`config.mk`:
```
export PLATFORM = sky130hd
export DESIGN_NAME = stopwatch_ctrl
export DESIGN_NICKNAME = d
export VERILOG_FILES = /design/src/rtl/stopwatch_pkg.sv /design/src/rtl/btn_sync_edge.sv /design/src/rtl/stopwatch_ctrl.sv
export SDC_FILE = /design/constraint.sdc
export NUM_CORES = 1
export LEC_CHECK = 0
export ABC_AREA = 1
export CORE_ASPECT_RATIO = 2
export CORE_MARGIN = 2
export CORE_UTILIZATION = 35
export CTS_CLUSTER_SIZE = 8
export DETAILED_ROUTE_END_ITERATION = 10
export REMOVE_ABC_BUFFERS = 1
export SYNTH_ARGS = -nofsm -noshare
export SYNTH_HDL_FRONTEND = slang
export SYNTH_SLANG_ARGS = --single-unit
```
`constraint.sdc`:
```
create_clock -name clk5 -period 2 [get_ports clk5]
set_clock_uncertainty 0.2 [all_clocks]
set_input_delay 0.4 -clock clk5 [delete_from_list [all_inputs] [get_ports clk5]]
set_output_delay 0.4 -clock clk5 [all_outputs]
set_load 0.03 [all_outputs]
```
`src/rtl/stopwatch_pkg.sv`:
```
`default_nettype none
// stopwatch_pkg: shared state encoding, BCD digit limits and time-of-count record for the stopwatch.
package stopwatch_pkg;

  typedef enum logic [1:0] {
    ST_IDLE = 2'd0,
    ST_RUN  = 2'd1,
    ST_STOP = 2'd2,
    ST_LAP  = 2'd3
  } state_t;

  localparam logic [3:0] TENTHS_MAX   = 4'd9;
  localparam logic [3:0] SEC_ONES_MAX = 4'd9;
  localparam logic [3:0] SEC_TENS_MAX = 4'd5;

  typedef struct packed {
    logic [3:0] min;
    logic [3:0] sec_tens;
    logic [3:0] sec_ones;
    logic [3:0] tenths;
  } bcd_time_t;

  function automatic logic [3:0] bcd_step(input logic [3:0] digit, input logic wrap);
    return wrap ? 4'd0 : digit + 4'd1;
  endfunction

endpackage
`default_nettype wire

```
`src/rtl/btn_sync_edge.sv`:
```
`default_nettype none
// btn_sync_edge: SYNC_STAGES-deep synchronizer followed by a one-cycle rising-edge pulse.
module btn_sync_edge #(
  parameter int SYNC_STAGES = 2
) (
  input  logic clk5,
  input  logic reset,
  input  logic btn_in,
  output logic rise_pulse
);

  logic [SYNC_STAGES-1:0] sync_q;
  logic                   prev_q;

  always_ff @(posedge clk5 or negedge reset) begin
    if (!reset) begin
      sync_q <= '0;
      prev_q <= 1'b0;
    end else begin
      sync_q <= {sync_q[SYNC_STAGES-2:0], btn_in};
      prev_q <= sync_q[SYNC_STAGES-1];
    end
  end

  // Decoded from registers only, so the pulse is consumed at edge k+SYNC_STAGES.
  assign rise_pulse = sync_q[SYNC_STAGES-1] & ~prev_q;

endmodule
`default_nettype wire

```
`src/rtl/stopwatch_ctrl.sv`:
```
`default_nettype none
// stopwatch_ctrl: run/stop/lap FSM driving an M:SS.t BCD count to the display.
// Define STOPWATCH_OVF_STOP_EN to saturate at MIN_MAX:59.9, force STOP and raise a sticky ovf.
module stopwatch_ctrl #(
  parameter int SYNC_STAGES = 2,
  parameter int MIN_MAX     = 9
) (
  input  logic       clk5,
  input  logic       reset,
  input  logic       tick,
  input  logic       btn_ss,
  input  logic       btn_lr,
  output logic [3:0] disp_tenths,
  output logic [3:0] disp_sec_ones,
  output logic [3:0] disp_sec_tens,
  output logic [3:0] disp_min,
  output logic       running,
  output logic       lap_active,
  output logic       ovf
);

  import stopwatch_pkg::*;

  localparam logic [3:0] MIN_MAX_BCD = 4'(MIN_MAX);

  state_t    state_q, state_d;
  bcd_time_t live_q, live_d;
  bcd_time_t lap_q, lap_d;
  bcd_time_t shown;

  logic ss_ev, lr_ev;
  logic count_en, carry_t, carry_so, carry_st, ovf_hit, sat_hold;

  btn_sync_edge #(.SYNC_STAGES(SYNC_STAGES)) u_sync_ss (
    .clk5       (clk5),
    .reset      (reset),
    .btn_in     (btn_ss),
    .rise_pulse (ss_ev)
  );

  btn_sync_edge #(.SYNC_STAGES(SYNC_STAGES)) u_sync_lr (
    .clk5       (clk5),
    .reset      (reset),
    .btn_in     (btn_lr),
    .rise_pulse (lr_ev)
  );

  // Counting follows the registered state, so a tick on the edge entering RUN is not counted.
  assign count_en = tick && (state_q == ST_RUN || state_q == ST_LAP);
  assign carry_t  = count_en && (live_q.tenths == TENTHS_MAX);
  assign carry_so = carry_t && (live_q.sec_ones == SEC_ONES_MAX);
  assign carry_st = carry_so && (live_q.sec_tens == SEC_TENS_MAX);
  assign ovf_hit  = carry_st && (live_q.min == MIN_MAX_BCD);

`ifdef STOPWATCH_OVF_STOP_EN
  assign sat_hold = ovf_hit;
`else
  assign sat_hold = 1'b0;
`endif

  always_comb begin
    state_d = state_q;
    case (state_q)
      ST_IDLE: if (ss_ev) state_d = ST_RUN;
      ST_RUN:  if (ss_ev) state_d = ST_STOP; else if (lr_ev) state_d = ST_LAP;
      ST_LAP:  if (ss_ev) state_d = ST_STOP; else if (lr_ev) state_d = ST_RUN;
      ST_STOP: if (ss_ev) state_d = ST_RUN;  else if (lr_ev) state_d = ST_IDLE;
      default: state_d = ST_IDLE;
    endcase
    if (sat_hold) state_d = ST_STOP;
  end

  always_comb begin
    live_d = live_q;
    lap_d  = lap_q;
    if (state_q == ST_STOP && state_d == ST_IDLE) begin
      live_d = '0;
    end else if (count_en && !sat_hold) begin
      live_d.tenths = bcd_step(live_q.tenths, carry_t);
      if (carry_t)  live_d.sec_ones = bcd_step(live_q.sec_ones, carry_so);
      if (carry_so) live_d.sec_tens = bcd_step(live_q.sec_tens, carry_st);
      if (carry_st) live_d.min      = bcd_step(live_q.min, ovf_hit);
    end
    // Lap-hold captures the pre-increment count of the edge that enters LAP.
    if (state_q == ST_RUN && state_d == ST_LAP) lap_d = live_q;
  end

  always_ff @(posedge clk5 or negedge reset) begin
    if (!reset) begin
      state_q <= ST_IDLE;
      live_q  <= '0;
      lap_q   <= '0;
    end else begin
      state_q <= state_d;
      live_q  <= live_d;
      lap_q   <= lap_d;
    end
  end

`ifdef STOPWATCH_OVF_STOP_EN
  logic ovf_q, ovf_d;

  always_comb begin
    ovf_d = ovf_q;
    if (ovf_hit)            ovf_d = 1'b1;
    if (state_d == ST_IDLE) ovf_d = 1'b0;
  end

  always_ff @(posedge clk5 or negedge reset) begin
    if (!reset) ovf_q <= 1'b0;
    else        ovf_q <= ovf_d;
  end

  assign ovf = ovf_q;
`else
  assign ovf = 1'b0;
`endif

  assign shown         = (state_q == ST_LAP) ? lap_q : live_q;
  assign disp_tenths   = shown.tenths;
  assign disp_sec_ones = shown.sec_ones;
  assign disp_sec_tens = shown.sec_tens;
  assign disp_min      = shown.min;
  assign running       = (state_q == ST_RUN) || (state_q == ST_LAP);
  assign lap_active    = (state_q == ST_LAP);

endmodule
`default_nettype wire
```
## Word-level counts from Yosys, hierarchy flattened

Index checks and enable logic that the tools add are counted.

| operators by class | value |
|---|---|
| add/sub/neg operators | 4 |
| bitwise logic cells | 4 |
| reductions and logical operators | 17 |
| mux-type cells | 18 |
| eq/ne operators | 8 |

Operators by type and width:

| cell | number |
|---|---|
| 2-to-1 mux 16 bit | 3 |
| 2-to-1 mux 4 bit | 7 |
| adder 4 x 1 -> 4 bit, second input constant | 4 |
| 2-to-1 mux 2 bit | 7 |
| == test 4 bit, second input constant | 3 |
| case mux 2 bit (4 select lines) | 1 |
| nonzero test 2 bit | 4 |
| logical AND 1 bit | 7 |
| == test 2 bit, second input constant | 3 |
| AND reduction 2 bit | 3 |
| == test 4 x 3 -> 1 bit, second input constant | 1 |
| logical NOT 2 bit | 2 |
| bitwise AND 1 bit | 2 |
| == test 2 x 1 -> 1 bit, second input constant | 1 |
| NOT 1 bit | 2 |
| logical OR 1 bit | 1 |

| word-level totals | value |
|---|---|
| logic and storage cells | 64 |
| register bits | 40 |

## Logic depth before layout (Yosys ltp)

| logic depth | value |
|---|---|
| depth after elaboration | 11 |
| gate-level depth with buffers | 9 |
| gate-level depth less buffers | 9 |

## Modules after synthesis

Synthesis repeated with hierarchy kept, for this count alone.

| second synthesis, totals | value |
|---|---|
| cell total of the unflattened synthesis | 241 |
| area, all modules | 2054.5 µm² |

Modules (own cells, without submodules):

| module | seq. area each (µm²) | cells an instance | times used | area each (µm²) |
|---|---|---|---|---|
| stopwatch_ctrl | 850.8 | 231 | 1 | 1884.3 |
| btn_sync_edge | 75.1 | 5 | 2 | 85.1 |

## Worst setup path after synthesis

No wires, ideal clock.

| timing | value |
|---|---|
| path type | register -> output |
| from | register state_q[0] |
| to | output disp_min[0] |
| path slack | -0.069 ns |
| required time | 1.400 ns |
| stages on the path, launching flop included | 5 |
| data arrival time | 1.469 ns |
| cell sequence | dfrtp_1 > nand2_1 > inv_1 > buf_2 > o21ai_0 |

| on the way | value |
|---|---|
| word-level cells in the longest chain between the ends | 2 |

Ends and longest elaborated chain:

| item | RTL line | text |
|---|---|---|
| start: declaration | stopwatch_ctrl.sv:26 | `state_t state_q, state_d;` |
| start signal: assignment | stopwatch_ctrl.sv:94 | `state_q <= state_d;` |
| == test 2 bit | n/a |  |
| named net lap_active | stopwatch_ctrl.sv:18 | `output logic lap_active,` |
| 2-to-1 mux 16 bit | stopwatch_ctrl.sv:119 | `assign shown = (state_q == ST_LAP) ? lap_q : live_q;` |
| end: declaration | stopwatch_ctrl.sv:16 | `output logic [3:0] disp_min,` |

The timed path passes the listed nets, and every way through them passes these cells.

## Worst setup path in the final report

| timing | value |
|---|---|
| from | register state_q[1] |
| to | output disp_min[1] |

| on the way | value |
|---|---|
| word-level cells in the longest chain between the ends | 2 |

Ends and longest elaborated chain:

| item | RTL line |
|---|---|
| == test 2 bit | stopwatch_ctrl.sv:119 |
| 2-to-1 mux 16 bit | stopwatch_ctrl.sv:119 |

Every way passes these cells.

==> run metrics <==
# DRC=0; Slew @ Worst Pin=0.509 ns; area leader, netlist=dfrtp_1; final hold slack=0.152 ns; Overall Global Routing Usage=14.5%; largest net degree at the start of global routing=25; Starting Density=35.8%; n_diodes=0; Yosys reg bits=40; final wirelength=4080 um; multiplexer share of the synthesized area=0%; Hold WC Path Type=flop to flop; status=complete, no violations; post-layout min period=1.91 ns; Data required, critical path=1.40 ns; chip width=57.8 um; most frequent cells in the layout=67 x nand2_1, 40 x dfrtp_1, 30 x inv_1; synth top area cells=dfrtp_1 49%, nand2_1 12%, inv_1 5.7%, ha_1 4.9%, o21ai_0 4.7%; Final nets=294; syn avg cell area=8.13 sq um; Synth top area share=49.4%; Int Power=1.98 mW; Pleak=1.30 nW; final core utilization=44.6%; WP data arrival=1.31 ns; vias in the first global route=1577; combinational family with the most area after synthesis=simple AND/OR/NAND/NOR gates; Setup WS post-layout=0.0902 ns; Setup Slack @ Placement=0.122 ns; Sw Share=34.0%; CTS Root Cell=clkbuf_16; Pwr Total=2.99 mW; Crit Path Class=flop to output port; commonest non-fill, non-tap cell in the layout=nand2_1; layout cells sized above 1=18.1%; Syn Inst Count=249; Mapped Area=2020 sq um; CTS tree=built; Clock transition at path regs=0.05 ns; top-level I/O count=24; Worst VDD drop=0.736 mV; Fin Setup TNS=0 ns; unrepaired setup endpoints after global routing=yes; Area Overhead vs Synth=24.7%; Clk Latency, worst-skew pair=0.29 ns; Synth warnings=0; Async SR Flop Fraction=100%; final setup fails=0; DR vias=1661; first-pass GRT wire length=7180 um; Synth Area in Simple Gates=24.5%; Post-DP HPWL=3110 um; Unique masters post-synth=22; Placement Rows=39; Max Freq=0.524 GHz; port buffer count=22; top_reg_cell synth=dfrtp_1; Reg power frac=36.5%; grt total ovfl=0; number of vias per cell=4.84; Max FO, Critical Path=24; DR iter-0 viols=44; Worst R2R Setup Slack=0.24 ns; Max Slew Vio Count=0; drt pass-1 iters=4; # Max-Cap Violations=0; initial antenna violation count=0; routed len/inst=11.9 um; DIE HEIGHT=112 um; H-tree Lvls=2; Worst slew margin=66.1%; Clock Power Share=32.3%; sequential cell area fraction in the yosys report=49.4%; Post-Synth XOR/XNOR Area=1.73%; EDFF count, synth=0; Core ar.=5660 sq um; Final Cycle Share=95.5%; Synth Area in Adders=4.94%; Synth Area in Compound Gates=10.4%; crit end category=output port; CTS max path bufs=2; pwr/cell area=1190 nW/um^2; Comb power frac=31.2%; cts bufs inserted=5; die footprint=6450 sq um; clock sinks=40; CP Launch Type=flop; switching pwr=1.02 mW; RD Place Congestion=0.760; Antenna Nets Post-Route=0; Final Hold Vio Count=0
worst max-delay path, cell delays in order, from the launching register on:
cell	delay [ns]
dfrtp_1	0.39
nand2_1	0.08
inv_2	0.06
buf_12	0.15
o21ai_0	0.16
buf_4	0.18
path summary, 6_finish.rpt:
check | start | to | cells after the start
min in group asynchronous | reset | lap_q[2] | 2
max in group asynchronous | reset | live_q[12] | 3
hold / removal | u_sync_ss.sync_q[0] | u_sync_ss.sync_q[1] | 0
hold reg to reg | u_sync_ss.sync_q[0] | u_sync_ss.sync_q[1] | 0
setup / recovery | state_q[1] | disp_min[1] | 5
setup reg to reg | live_q[1] | live_q[12] | 9
what timing repair did:
item                                   in CTS  in global routing
hold buffers                                1                  0
endpoints found under the hold margin      21                  0
setup endpoints to repair                  16                 13
pin swaps                                   0                  0
setup buffers                               2                  1
gates resized for setup                     3                  7
Yosys cell counts, types with 2 or more instances:
cell	instances
nand4_1	7
buf_2	6
nor3_1	2
o21ai_0	19
nand2_1	67
nand3_2	3
buf_4	2
inv_1	31
xor2_1	4
nor2_1	10
dfrtp_1	40
nand2_2	2
ha_1	8
nand3_1	15
o21ai_1	18
a21oi_1	4
inv_2	3
nor2_2	4
logic make-up (layout without fill, tap and decap cells):
| logic type | count (synthesis) | after routing |
|---|---|---|
| adder cells (fa/ha/maj) | 8 | 8 |
| XOR/XNOR | 4 | 4 |
| other | 1 | 1 |
| AND/OR/NAND/NOR | 111 | 111 |
| buffers and inverters | 43 | 76 |
| AO/OA/AOI/OAI | 42 | 42 |
| flip-flops | 40 | 40 |
power groups by stage:
stage | Combinational, mW | Sequential, mW | Clock [mW]
after floorplan | 0.609 | 1.09 | 0
after global placement | 0.913 | 1.10 | 0
after detailed placement | 0.922 | 1.11 | 0
after CTS | 0.940 | 1.10 | 0.993
after global routing | 1.06 | 1.12 | 1.03
final | 0.934 | 1.09 | 0.968
area by class of cell:
type | count | area (sq um)
clock buffer | 7 | 153
clock inverter | 1 | 30.0
fill | 570 | 3140
inverter | 34 | 128
multi-input combinational | 166 | 847
sequential | 40 | 1000
tap | 61 | 76.3
timing repair buffer | 34 | 289
state kept, by name, indices dropped and copies added, names as in the netlist:
signal	count
u_sync_lr.sync_q	2
live_q	16
state_q	2
u_sync_lr.prev_q	1
lap_q	16
u_sync_ss.prev_q	1
u_sync_ss.sync_q	2
stage by stage:
stage / instances / cell area [sq um]
finish: 343 / 2520
global route: 343 / 2520
CTS: 342 / 2520
detailed placement: 331 / 2310
global placement: 331 / 2310
floorplan: 240 / 1980
per-layer routing:
metal	global-route usage, %	wire [um]	vias up	part of all wire, %
met5	0	0	-	0
met4	7.13	119	0	2.9
met3	3.83	108	8	2.7
met2	25.4	2280	18	56
met1	15.5	1570	780	39
li1	-	-	855	-
Note: power is estimated with default switching activity, not from simulation.
